--- config.mk ---
export PLATFORM = sky130hd
export DESIGN_NAME = fetch_unit
export DESIGN_NICKNAME = d
export VERILOG_FILES = /design/src/rtl/fetch_unit.sv
export SDC_FILE = /design/constraint.sdc
export NUM_CORES = 1
export LEC_CHECK = 0
export BUFFER_PORTS_ARGS = -buffer_cell sky130_fd_sc_hd__buf_2
export CORE_MARGIN = 8
export CORE_UTILIZATION = 53
export CTS_CLUSTER_DIAMETER = 60
export DETAILED_ROUTE_END_ITERATION = 8
export GPL_TIMING_DRIVEN = 0
export MAX_ROUTING_LAYER = met4
export PLACE_DENSITY = 0.8
export SETUP_SLACK_MARGIN = 0.4
export SLEW_MARGIN = 20
export SYNTH_ARGS = -nofsm -noshare
export SYNTH_HDL_FRONTEND = slang
export SYNTH_SLANG_ARGS = --single-unit
--- constraint.sdc ---
create_clock -name clk -period 4.7 [get_ports clk]
set_input_delay 0.235 -clock clk [delete_from_list [all_inputs] [get_ports clk]]
set_output_delay 0.235 -clock clk [all_outputs]
set_load 0.05 [all_outputs]
--- src/rtl/fetch_unit.sv ---
`default_nettype none
// ============================================================================
// Module      : fetch_unit
// Description : RV32 instruction-fetch stage. It holds the fetch PC and queues
//               fetched words. It hands {instr, pc, pc+4} to decode through a
//               valid/ready handshake.
// Revision    : 1.0 - initial release
// ============================================================================
module fetch_unit #(
    parameter logic [31:0] RESET_PC    = 32'h0000_0000,
    parameter int          QUEUE_DEPTH = 2
) (
    input  logic        clk,
    input  logic        rst,
    input  logic        fetch_en,
    output logic [31:0] imem_addr,
    input  logic [31:0] imem_rdata,
    input  logic        redirect_valid,
    input  logic [31:0] redirect_pc,
    output logic        out_valid,
    input  logic        out_ready,
    output logic [31:0] out_instr,
    output logic [31:0] out_pc,
    output logic [31:0] out_pc_plus4,
    output logic        misalign_err
);

    localparam int PTR_W = $clog2(QUEUE_DEPTH);
    localparam int CNT_W = PTR_W + 1;

    localparam logic [CNT_W-1:0] C_DEPTH = CNT_W'(QUEUE_DEPTH);

    localparam logic [0:0] ST_RUN  = 1'b0;
    localparam logic [0:0] ST_HALT = 1'b1;

    logic [0:0]       state_q, state_d;
    logic [31:0]      fetch_pc_q, fetch_pc_d;
    logic [PTR_W-1:0] head_q, head_d;
    logic [PTR_W-1:0] tail_q, tail_d;
    logic [CNT_W-1:0] count_q, count_d;
    logic             misalign_q, misalign_d;
    logic [31:0]      q_instr_q [QUEUE_DEPTH];
    logic [31:0]      q_instr_d [QUEUE_DEPTH];
    logic [31:0]      q_pc_q    [QUEUE_DEPTH];
    logic [31:0]      q_pc_d    [QUEUE_DEPTH];

    logic run;
    logic pop;
    logic push;
    logic redirect_take;
    logic redirect_bad;

    // ---------------- FSM: state register ----------------
    always_ff @(posedge clk) begin
        if (rst) begin
            state_q <= ST_RUN;
        end else begin
            state_q <= state_d;
        end
    end

    // ---------------- FSM: next-state logic ----------------
    always_comb begin
        state_d = state_q;
        case (state_q)
            ST_RUN: begin
                if (redirect_valid && (redirect_pc[1:0] != 2'b00)) begin
                    state_d = ST_HALT;
                end
            end
            ST_HALT: state_d = ST_HALT;
            default: state_d = ST_RUN;
        endcase
    end

    // ---------------- FSM: output logic ----------------
    always_comb begin
        run = 1'b0;
        case (state_q)
            ST_RUN:  run = 1'b1;
            ST_HALT: run = 1'b0;
            default: run = 1'b0;
        endcase
    end

    // Handshake and control decode
    always_comb begin
        pop           = out_valid & out_ready;
        redirect_take = run & redirect_valid;
        redirect_bad  = redirect_take & (redirect_pc[1:0] != 2'b00);
        push          = run & fetch_en & ~redirect_valid &
                        ((count_q < C_DEPTH) | pop);
    end

    // Queue control and fetch PC. A redirect flushes even if decode pops.
    always_comb begin
        fetch_pc_d = fetch_pc_q;
        head_d     = head_q;
        tail_d     = tail_q;
        count_d    = count_q;
        misalign_d = misalign_q;
        if (redirect_take) begin
            head_d  = '0;
            tail_d  = '0;
            count_d = '0;
            if (redirect_bad) begin
                misalign_d = 1'b1;
            end else begin
                fetch_pc_d = redirect_pc;
            end
        end else begin
            if (push) begin
                fetch_pc_d = fetch_pc_q + 32'd4;
                tail_d     = tail_q + PTR_W'(1);
            end
            if (pop) begin
                head_d = head_q + PTR_W'(1);
            end
            count_d = count_q + CNT_W'(push) - CNT_W'(pop);
        end
    end

    always_comb begin
        q_instr_d = q_instr_q;
        q_pc_d    = q_pc_q;
        if (push) begin
            q_instr_d[tail_q] = imem_rdata;
            q_pc_d[tail_q]    = fetch_pc_q;
        end
    end

    always_ff @(posedge clk) begin
        if (rst) begin
            fetch_pc_q <= RESET_PC;
            head_q     <= '0;
            tail_q     <= '0;
            count_q    <= '0;
            misalign_q <= 1'b0;
        end else begin
            fetch_pc_q <= fetch_pc_d;
            head_q     <= head_d;
            tail_q     <= tail_d;
            count_q    <= count_d;
            misalign_q <= misalign_d;
        end
    end

    // Payload storage needs no reset; validity is tracked by count_q alone.
    always_ff @(posedge clk) begin
        q_instr_q <= q_instr_d;
        q_pc_q    <= q_pc_d;
    end

    assign imem_addr    = fetch_pc_q;
    assign out_valid    = (count_q != '0);
    assign out_instr    = q_instr_q[head_q];
    assign out_pc       = q_pc_q[head_q];
    assign out_pc_plus4 = q_pc_q[head_q] + 32'd4;
    assign misalign_err = misalign_q;

endmodule
`default_nettype wire

==> impl_results.md <==
- Final Cell Area: 9740 µm²
- Post-synth cell types: 58
- CTS H-tree depth: 4
- DRT iter0 DRCs: 539
- Maximum clock path buffer count: 2
- CP endpoint kind: output port
- Drt total wl: roughly 21000 µm
- Io pins: a little under 200
- Status: completed
- CTS tree: done
- WP buf/inv: 7
- Worst Tran Pin Value: slightly above 0.8 ns
- Mapped Cells: just over 600
- Final hold violations: 0
- PortBufs: around 200
- DIE AREA: 18400 µm²
- Synthesized netlist net count: approximately 700
- Initial Util: a little over half
- FMAX: approximately 250 MHz
- P_int: roughly 2.7 mW
- Post-Syn Area: between 7000 and 8000 µm²
- Most frequent cells after synthesis: 128 x edfxtp_1, 55 x mux2_2, 46 x nand2_1
- Sequential group share of total power: between 40% and 50%
- Primary FF master, synth: edfxtp_1
- IR drop worst, VDD: roughly 0.22 mV
- Clock Sinks: 166
- Via count: 6051
- Worst path slowest cell: dfxtp_1
- Clk Tree Root Cell: clkbuf_16
- NetSw: 1.00 mW
- Crit share post-route: between 80 and 90%
- Crit path kind: register to output port
- Register bit count reported by yosys: roughly 170
- Chip Height: between 100 and 150 µm
- Final Core Density: a little over two thirds
- Post-CTS setup buffers: 0
- Switching fraction of total power: around 27%
- Clock share of power: 39.3%
- GRT Util Overall: a little under a quarter
- Hold WC Path Type: primary input to register
- Drt wl/cell: slightly above 20 µm
- Pre-CTS WS: 0.747 ns
- Clock Latency Late Sink: 0.43 ns
- Crit path cell chain: buf_2, buf_4, buf_4, clkbuf_4, clkbuf_4, mux2_2, ha_1, nor2b_2, and4_1, buf_2, nand4_1, xnor2_1, buf_2
- Max FO, Critical Path: 10
- Clock skew: 0.0109 ns
- Final setup viols: 0
- EDFF count, synth: 128
- TritonRoute pass-1 iters: 6
- RePlAce Congestion: 0.919
- Via-to-Cell Ratio: roughly 5.8
- CP startpoint: head_q$_SDFFE_PP0P_
- Layout cells sized above 1: a little under two fifths
- Vias in the first global route: about 6000
- Unrepaired setup endpoints after global routing: no
- Crit Reg-Reg Startpoint: state_q$_SDFF_PP0_
- Syn_area_per_cell: around 12 µm²
- Crit path top cell by count: buf_2
- Worst EP required: roughly 4.5 ns
- Critical path's top delay family: buffers and inverters
- Hold wc startpoint: imem_rdata[23]
- DP HPWL: about 16000 µm
- Static leakage: between 3 and 4 nW
- Yosys top cell area share: between 50 and 60%
- Pwr dens: between 300 and 400 nW/µm²
- TritonCTS buffer count: 17
- Antenna cells: 0
- YS warnings: 0
- Minimum clock period after layout: 4.06 ns
- Initial antenna violation count: 0
- Area delta synth->final: 28.5%
- Routed Antenna Nets: 0
- Seq/Total Area, Yosys: approximately three fifths
- GRT Residual Overflow: 0
- Final Max Slew Viols: 0
- Max-cap violation count: 0
- Count leader, synth: edfxtp_1
- Synth async-reset ratio: 0%
- Area after DPL: between 8000 and 9000 µm²
- Critical Path Max Stage Delay: 0.39 ns
- Largest area contributor in the netlist: edfxtp_1
- Global-route wire length before repair: between 30000 and 40000 µm
- Relative slew margins: 46.3%
- CTS clock-pin slew for the worst setup and hold paths: roughly 0.060 ns
- Critical Path Start Type: register
- DRC violations left: 0
- Pin count of the biggest net entering global routing: 46
- Combinational share of power: approximately 15%
- CP Depth: 13
- Hold path cells: 1
- PnR worst setup slack: 0.637 ns
- R2R depth: 7
- Cell Rows: 43
- Nets: 921
- Core ar.: between 10000 and 15000 µm²
- Arrival @ worst endpoint: around 3.8 ns
- Synth area leaders: edfxtp_1 51%, dfxtp_1 10%, mux2_2 8.2%, xnor2_1 3.0%, nand2_1 2.3%
- Fillers: a little over 1000
- Die X-Extent: 136 µm
[logic make-up (layout without fill, tap and decap cells)]
| group | after synthesis | in the layout | synth area share (%) |
|---|---|---|---|
| AOI/OAI and AO/OA | 95 | 95 | 8.02 |
| xor gates and xnor gates | 30 | 30 | 3.47 |
| adders and majority gates | 4 | 4 | 0.660 |
| buffers and inverters | 50 | 303 | 2.97 |
| DFF | 166 | 166 | 60.7 |
| muxes | 68 | 68 | 9.90 |
| and+or+nand+nor | 195 | 195 | 14.3 |
[stage by stage]
| stage | hold WS (ns) | total power [mW] | setup TNS, ns | std cells |
|---|---|---|---|---|
| after detailed placement | 0.427 | 2.25 | 0 | 988 |
| after CTS | 0.000878 | 3.70 | 0 | 1041 |
| after floorplan | 0.334 | 2.09 | 0 | 608 |
| after global routing | 0.00599 | 3.78 | 0 | 1041 |
| after global placement | 0.423 | 2.23 | -84.46 | 985 |
| final | 0.00766 | 3.68 | 0 | 1041 |
[power groups by stage]
stage	Sequential, mW	Clock, mW	Combinational, mW
finish	1.67	1.45	0.562
global route	1.68	1.51	0.591
CTS	1.67	1.46	0.563
global placement	1.70	0	0.531
floorplan	1.74	0	0.347
detailed placement	1.70	0	0.547
[state kept, by name, indices dropped and copies added (netlist names)]
register	flops
count_q	2
head_q	1
imem_addr	32
misalign_err	1
q_instr_q	64
q_pc_q	64
state_q	1
tail_q	1
[area by class of cell]
| class | count | area, µm² | area share, % |
|---|---|---|---|
| clock inverter | 7 | 77.6 | 0.796 |
| buffer | 37 | 181 | 1.86 |
| sequential | 166 | 4600 | 47.3 |
| multi-input combinational | 392 | 2770 | 28.5 |
| inverter | 13 | 48.8 | 0.501 |
| clock buffer | 25 | 561 | 5.75 |
| tap | 180 | 225 | 2.31 |
| timing repair buffer | 221 | 1270 | 13.1 |
[worst register-to-register path, cell delays in order (launching register included)]
cell and delay, ns:
dfxtp_1 0.36, nor3b_2 0.29, and2_1 0.16, buf_2 0.22
inv_1 0.13, buf_2 0.24, nor2_4 0.65, buf_12 0.28
[timing repair]
item                       CTS  global route
resized for setup            1             2
hold endpoints to repair    42             0
hold buffers                21             0
pin swaps                    0             0
setup endpoints to repair    7             7
[per-layer routing]
| metal | vias to the layer above | wire [µm] | global-route usage [%] |
|---|---|---|---|
| li1 | 2798 | - | - |
| met4 | 0 | 585 | 11.0 |
| met3 | 47 | 1560 | 4.04 |
| met5 | - | 0 | - |
| met1 | 2919 | 8710 | 27.9 |
| met2 | 287 | 10600 | 38.5 |
[cells in the final DEF (no fill, tap or decap), drive strengths merged, types with 3 or more instances in the layout]
cell / synthesis / routed
a21o: 4 / 4
a21oi: 25 / 25
a22oi: 5 / 5
a311oi: 3 / 3
a31oi: 18 / 18
and2: 6 / 6
and3: 10 / 10
and4: 4 / 4
buf: 25 / 223
clkbuf: 12 / 39
clkinv: 0 / 4
dfxtp: 38 / 38
dlygate4sd3: 0 / 21
edfxtp: 128 / 128
ha: 4 / 4
inv: 13 / 14
mux2: 56 / 56
mux2i: 12 / 12
nand2: 46 / 46
nand2b: 4 / 4
nand3: 34 / 34
nand4: 22 / 22
nand4b: 5 / 5
nor2: 25 / 25
nor2b: 3 / 3
nor3: 11 / 11
nor3b: 4 / 4
nor4: 4 / 4
o21ai: 17 / 17
o22ai: 6 / 6
or3: 6 / 6
or4: 5 / 5
xnor2: 26 / 26
xor2: 4 / 4
[worst paths after layout]
check             slack [ns]                        end
hold / removal         0.008    q_instr_q[23]$_DFFE_PP_
setup / recovery        0.64           out_pc_plus4[28]
hold reg to reg         0.48  misalign_err$_SDFFE_PP0P_
setup reg to reg        2.04    q_instr_q[54]$_DFFE_PP_
Note: power is estimated with default switching activity, not from simulation.
